===== src/rtl/led_code_sequencer.sv =====
// Divider-paced 3-bit select-code generator for the 3-to-8 LED decoder. It supports up, down,
// ping-pong and hold modes, plus manual stepping. Optional macro: LED_SEQ_STEP_EDGE_EN.
module led_code_sequencer #(
    parameter int unsigned CNT_MAX = 24_999_999,
    localparam int unsigned CNT_W  = (CNT_MAX == 0) ? 1 : $clog2(64'(CNT_MAX) + 64'd1)
) (
    input  logic       sys_clk,
    input  logic       sys_rst,
    input  logic       en,
    input  logic [1:0] mode,
    input  logic       step,
    output logic [2:0] code,
    output logic       tick,
    output logic       wrap
);

    typedef enum logic [1:0] {
        ModeUp   = 2'b00,
        ModeDown = 2'b01,
        ModePing = 2'b10,
        ModeHold = 2'b11
    } mode_e;

    typedef enum logic {
        DirUp   = 1'b0,
        DirDown = 1'b1
    } dir_e;

    localparam logic [CNT_W-1:0] CntMax = CNT_W'(CNT_MAX);

    logic [CNT_W-1:0] cnt_q, cnt_d;
    logic [2:0]       code_q, code_d;
    dir_e             pp_dir_q, pp_dir_d;
    logic             tick_q, tick_d;
    logic             wrap_q, wrap_d;
    logic             step_req;
    logic             advance;
    logic [2:0]       pp_next;

`ifdef LED_SEQ_STEP_EDGE_EN
    // Two synchroniser flops plus one history flop for rising-edge detection.
    logic [2:0] step_sync_q;

    always_ff @(posedge sys_clk) begin
        if (sys_rst) begin
            step_sync_q <= 3'b000;
        end else begin
            step_sync_q <= {step_sync_q[1:0], step};
        end
    end

    assign step_req = step_sync_q[1] & ~step_sync_q[2];
`else
    assign step_req = step;
`endif

    assign advance = (en && (cnt_q == CntMax)) || (!en && step_req);

    always_comb begin
        cnt_d    = cnt_q;
        code_d   = code_q;
        pp_dir_d = pp_dir_q;
        tick_d   = 1'b0;
        wrap_d   = 1'b0;
        pp_next  = code_q;

        if (!en || (cnt_q == CntMax)) begin
            cnt_d = '0;
        end else begin
            cnt_d = cnt_q + CNT_W'(1);
        end

        if (pp_dir_q == DirUp) begin
            pp_next = (code_q == 3'd7) ? 3'd6 : code_q + 3'd1;
        end else begin
            pp_next = (code_q == 3'd0) ? 3'd1 : code_q - 3'd1;
        end

        if (advance) begin
            tick_d = 1'b1;
            unique case (mode_e'(mode))
                ModeUp: begin
                    code_d = code_q + 3'd1;
                    wrap_d = (code_q == 3'd7);
                end
                ModeDown: begin
                    code_d = code_q - 3'd1;
                    wrap_d = (code_q == 3'd0);
                end
                ModePing: begin
                    code_d = pp_next;
                    wrap_d = (pp_next == 3'd7) || (pp_next == 3'd0);
                    if (pp_next == 3'd7) pp_dir_d = DirDown;
                    if (pp_next == 3'd0) pp_dir_d = DirUp;
                end
                ModeHold: begin
                    code_d = code_q;
                end
                default: begin
                    code_d = code_q;
                end
            endcase
        end
    end

    always_ff @(posedge sys_clk) begin
        if (sys_rst) begin
            cnt_q    <= '0;
            code_q   <= 3'd0;
            pp_dir_q <= DirUp;
            tick_q   <= 1'b0;
            wrap_q   <= 1'b0;
        end else begin
            cnt_q    <= cnt_d;
            code_q   <= code_d;
            pp_dir_q <= pp_dir_d;
            tick_q   <= tick_d;
            wrap_q   <= wrap_d;
        end
    end

    assign code = code_q;
    assign tick = tick_q;
    assign wrap = wrap_q;

endmodule


===== config.mk =====
export PLATFORM = sky130hd
export DESIGN_NAME = led_code_sequencer
export DESIGN_NICKNAME = d
export VERILOG_FILES = /design/src/rtl/led_code_sequencer.sv
export SDC_FILE = /design/constraint.sdc
export NUM_CORES = 1
export LEC_CHECK = 0
export BUFFER_PORTS_ARGS = -buffer_cell sky130_fd_sc_hd__buf_2
export CORE_AREA = 2 2 57 59
export CTS_CLUSTER_DIAMETER = 100
export DETAILED_ROUTE_END_ITERATION = 7
export DIE_AREA = 0 0 59 61
export PLACE_DENSITY_LB_ADDON = 0.1
export SLEW_MARGIN = 20
export SYNTH_ARGS = -nofsm -noshare
export SYNTH_HDL_FRONTEND = slang
export SYNTH_SLANG_ARGS = --single-unit

===== constraint.sdc =====
create_clock -name sys_clk -period 2.1 [get_ports sys_clk]
set_input_delay 0.105 -clock sys_clk [delete_from_list [all_inputs] [get_ports sys_clk]]
set_output_delay 0.105 -clock sys_clk [all_outputs]
set_load 0.05 [all_outputs]

Yosys cells after proc, flatten, opt, wreduce, memory -nomap -nowiden --
Cells that the tools add are included.
Word-level totals: register bits after elaboration 31, bits of input ports 6, output and inout port bits 5, logic and storage cells 38
Operators by class: add/sub/neg operators 3, equal/unequal tests 6, mux-type cells 8, bitwise gates (word level) 2, reduce and logical (&&, ||, !) cells 14
Operators with widths (number):
- adder 25 x 1 -> 25 bit, second input constant | 1
- equality test 25 bit, second input constant | 1
- 2-to-1 mux 3 bit | 3
- case mux 3 bit (3 select lines) | 1
- equality test 3 bit, second input constant | 2
- logical NOT 3 bit | 2
- equality test 2 bit, second input constant | 2
- OR reduction 2 bit | 2
- adder 3 x 1 -> 3 bit, second input constant | 1
- logical OR 1 bit | 3
- 2-to-1 mux 1 bit | 3
- case mux 1 bit (3 select lines) | 1
- AND reduction 3 bit | 1
- subtractor 3 x 1 -> 3 bit, second input constant | 1
- equality test 2 x 1 -> 1 bit, second input constant | 1
- logical AND 1 bit | 2
- logical NOT 2 bit | 1
- NOT 1 bit | 2
- AND reduction 2 bit | 1
- nonzero test 2 bit | 1
- logical NOT 1 bit | 1

Logic depth before layout (Yosys ltp) --
word-level depth 6, gate-level depth with buffers 9, gate-level depth less buffers 9

Worst setup path before layout --
OpenSTA, ideal clock, no wires.
path kind reg2reg, start point register code_q[0], in the netlist code[0], end point register pp_dir_q, library setup time 0.121 ns, arrival 2.154 ns, data required time 1.979 ns, slack -0.175 ns, cell stages (with the launch flop) 8, buffers on the path 0, period minus slack after synthesis 2.275 ns, cell sequence dfxtp_1 inv_1 ha_1 ha_1 o22a_1 nor3_1 o211ai_1 mux2_4
On the way: cells in the longest elaborated chain, start to end 6, elaborated cells between the ends (all ways) 12, those cells by class add/sub (2); eq/ne (2); mux (4); reduce/logical (4)
RTL lines:
- from (decl) | line 32 | logic [2:0] code_q, code_d;
- from (signal assigned) | line 115 | code_q <= code_d;
- adder 3 x 1 -> 3 bit, or another cell as far along | line 74 | pp_next = (code_q == 3'd7) ? 3'd6 : code_q + 3'd1;
- 2-to-1 mux 3 bit, on equally long branches | line 74, 76
- 2-to-1 mux 3 bit (*) | line 73 | if (pp_dir_q == DirUp) begin
- equality test 3 bit / logical NOT 3 bit (equally long branches) | line 93, 94
- nonzero test 2 bit (no source line)
- AND reduction 3 bit (no source line)
- to (signal assigned) | line 110 | pp_dir_q <= DirUp;
- to (signal assigned) | line 116 | pp_dir_q <= pp_dir_d;
- to (decl) | line 33 | dir_e pp_dir_q, pp_dir_d;
Every way passes the cells marked *; elsewhere a longest branch is shown, timed or not. A chain may end at the register's enable or synchronous reset.

Worst setup path in the final report --
Ends and elaborated chain as after synthesis.

==> impl_metrics.py <==
metrics = {
    "sta": {
        "finalCritPeriodShare_pct": 93.9,
        "fin_crit_ns": 1.97,
        "setup_violations": 0,
        "fin_skew_ns": 0.0139,
        "slew_headroom_pct": 78.1,
        "tns_ns": 0,
        "hold_viol_final": 0,
        "rsz0062_at_grt": "false",
        "setup_slack_ns": 0.129,
        "clock.fmax_mhz": 507,
        "max_slew.worst_pin.slew_ns": 0.320,
        "drv_slew": 0,
    },
    "clocking": {
        "cts_buffer_depth": 2,
        "clockRootBuffer": "clkbuf_4",
        "post_cts.repair.setup_buffers": 0,
        "htreeDepth": 2,
        "cts_tree": "yes",
        "clk_latency_ns": 0.33,
        "clk_pin_slew_ns": 0.10,
        "numCtsBuffers": 5,
        "ctsHoldBuffers": 0,
        "cts.sinks": 31,
    },
    "worst_setup_path": {
        "endpoint_kind": "register",
        "worstReg2RegEnd": "pp_dir_q",
        "critPathMaxFanout": 6,
        "rr_worst_depth": 7,
        "cp.arrival_ns": 2.19,
        "required_ns": 2.32,
        "start_kind": "register",
        "r2r_start": "code[0]",
        "path_class": "reg2reg",
        "r2r_setup_slack_ns": 0.13,
    },
    "global_route": {
        "grt_start_max_net_pins": 26,
        "overflow": 0,
        "antenna_found_initial": 0,
        "grt_pass1_vias": 1226,
        "grt_pass1_wl_um": 5350,
        "grt_use_total_pct": 19.8,
    },
    "die": {
        "dieArea_um2": 3600,
        "fp.coreArea_um2": 2950,
        "core.rowCount": 20,
        "die_h_um": 61,
        "start_util_pct": 56.9,
        "ios": 11,
        "die_w_um": 59,
    },
    "routing": {
        "wl_per_cell_um": 13.1,
        "finalWirelength_um": 3110,
        "drt-met1-wl_um": 1480,
        "dr_wl_met3_um": 117,
        "drtPass1Iterations": 4,
        "ant_nets": 0,
        "drc": 0,
        "avgViaCountPerCell": 5.67,
        "vias": 1349,
        "drt_iter0_markers": 74,
        "maxUsedRoutingLayer": "met4",
        "met2WireLength_um": 1490,
    },
    "placement": {
        "placed_area_um2": 1760,
        "dp_cells": 230,
        "dp_hpwl_um": 2340,
        "io_buffers": 10,
        "gp_congestion": 0.864,
        "pre_cts_slack_ns": 0.0941,
    },
    "synth": {
        "synth_edf_count": 0,
        "yosysWarnings": 0,
        "synth_async_sr_flop_share_pct": 0,
        "synth_area_um2": 1680,
        "ys_seq_area_share_pct": 36.9,
        "synthCells": 189,
        "synth_area_per_cell_um2": 8.89,
        "synth-seq-cells": 31,
        "synth_flop_cell": "dfxtp_1",
        "yosysUniqueCellTypes": 37,
        "syn_nets": 206,
    },
    "layout": {
        "fillers": 274,
        "ff_latch_area_um2": 623,
        "layout-drive-gt1-share_pct": 15.1,
        "fin_nets": 221,
        "diodes": 0,
        "final_cell_mix": "nor2_1 (30), dfxtp_1 (29), xnor2_1 (15), inv_1 (14), nor3_1 (12)",
        "multi_input_area_um2": 993,
        "final_common_cell": "nor2_1",
        "final_cells": 238,
        "fin_area_um2": 1840,
        "area_growth_pct": 9.31,
    },
    "power_and_ir_drop": {
        "power_density_nw_per_um2": 602,
        "leakage_nw": 0.695,
        "ir_drop_mv": 0.405,
        "cellInternalPower_mw": 0.831,
        "combPwrFrac_pct": 9.8,
        "clkPwrFrac_pct": 35.8,
        "power.share.sequential_pct": 54.4,
        "switching_power_mw": 0.275,
        "p_sw_share_pct": 24.9,
    },
    "min_path": {
        "min_to": "tick",
        "hp-start": "sys_rst",
        "min_path_cells": 2,
        "hold_class": "in2reg",
    },
    "job": {
        "drv_cap": 0,
    },
    "run_status": {
        "status": "completed",
    },
}
-- power by group through the flow --
stage                     clock network (mW)  registers [mW]  logic, mW
after floorplan                            0           0.628     0.0683
after global placement                     0           0.614      0.106
after detailed placement                   0           0.615      0.107
after CTS                              0.408           0.601      0.108
after global routing                   0.438           0.603      0.121
final                                  0.396           0.601      0.109
-- cell usage after synthesis, drive strengths merged (2+ instances only) --
cell | count | area share (%)
xnor2 | 15 | 7.8
inv | 14 | 3.1
or3 | 2 | 0.74
nand4 | 5 | 2.6
dfxtp | 31 | 37
nand2b | 2 | 0.74
and3 | 5 | 1.9
ha | 11 | 8.2
buf | 3 | 1.1
o211ai | 3 | 1.3
mux2i | 2 | 1.2
nand2 | 9 | 2.0
a21oi | 5 | 1.5
nand3 | 8 | 2.4
o21ai | 5 | 1.5
nor2 | 30 | 6.7
nor4b | 2 | 1.8
xor2 | 6 | 3.1
nor3 | 13 | 3.9
and4 | 3 | 1.6
-- metal layers --
layer,GRT usage [%],vias to the layer above
li1,-,691
met1,24.9,630
met2,31.6,24
met3,5.97,4
met4,9.09,0
met5,0,-
-- cell families after synthesis --
kind of cell,share of synthesized area (%)
xor gates and xnor gates,10.9
AOI/OAI and AO/OA,11.5
muxes,2.08
adders and majority gates,8.19
and+or+nand+nor,26.1
buffers and inverters,4.24
DFF,36.9
-- stage by stage --
stage	util (%)	hold slack (ns)	power (mW)
after detailed placement	59.7	0.412	0.722
final	62.2	0.0666	1.11
after global routing	62.2	0.0557	1.16
after CTS	62.0	0.0535	1.12
after global placement	59.7	0.420	0.720
after floorplan	-	0.268	0.696
-- area by class of cell --
| cell class | count | area share (%) |
|---|---|---|
| Tap cell | 33 | 2.25 |
| Timing Repair Buffer | 11 | 3.13 |
| Clock buffer | 8 | 3.75 |
| Multi-Input combinational cell | 141 | 54.1 |
| Inverter | 14 | 2.86 |
| Sequential cell | 31 | 33.9 |
-- registers in the layout (all words and copies together), names as in the netlist --
register / cells
cnt_q: 25
code: 3
tick: 1
wrap: 1
pp_dir_q: 1
-- worst max-delay path by stage --
stage / startpoint / end / slack, ns / cells past startpoint
floorplan: code[2] / pp_dir_q / 0.03 / 6
global placement: code[0] / pp_dir_q / 0.19 / 7
detailed placement: code[0] / pp_dir_q / 0.09 / 7
CTS: code[0] / pp_dir_q / 0.07 / 7
global route: code[0] / pp_dir_q / 0.009 / 9
finish: code[0] / pp_dir_q / 0.13 / 7
-- worst max-delay path, stage by stage, from the launching register on --
cell and delay (ns):
dfxtp_2 0.40, inv_1 0.07, ha_1 0.24, ha_1 0.21, o22a_1 0.24, and3_1 0.19
o211ai_1 0.20, mux2_4 0.32
-- what timing repair did --
item,CTS,global route
hold endpoints to repair,0,0
gates resized for setup,0,1
endpoints found under the setup margin,0,1
No activity file was read; power rests on OpenSTA's default activity.
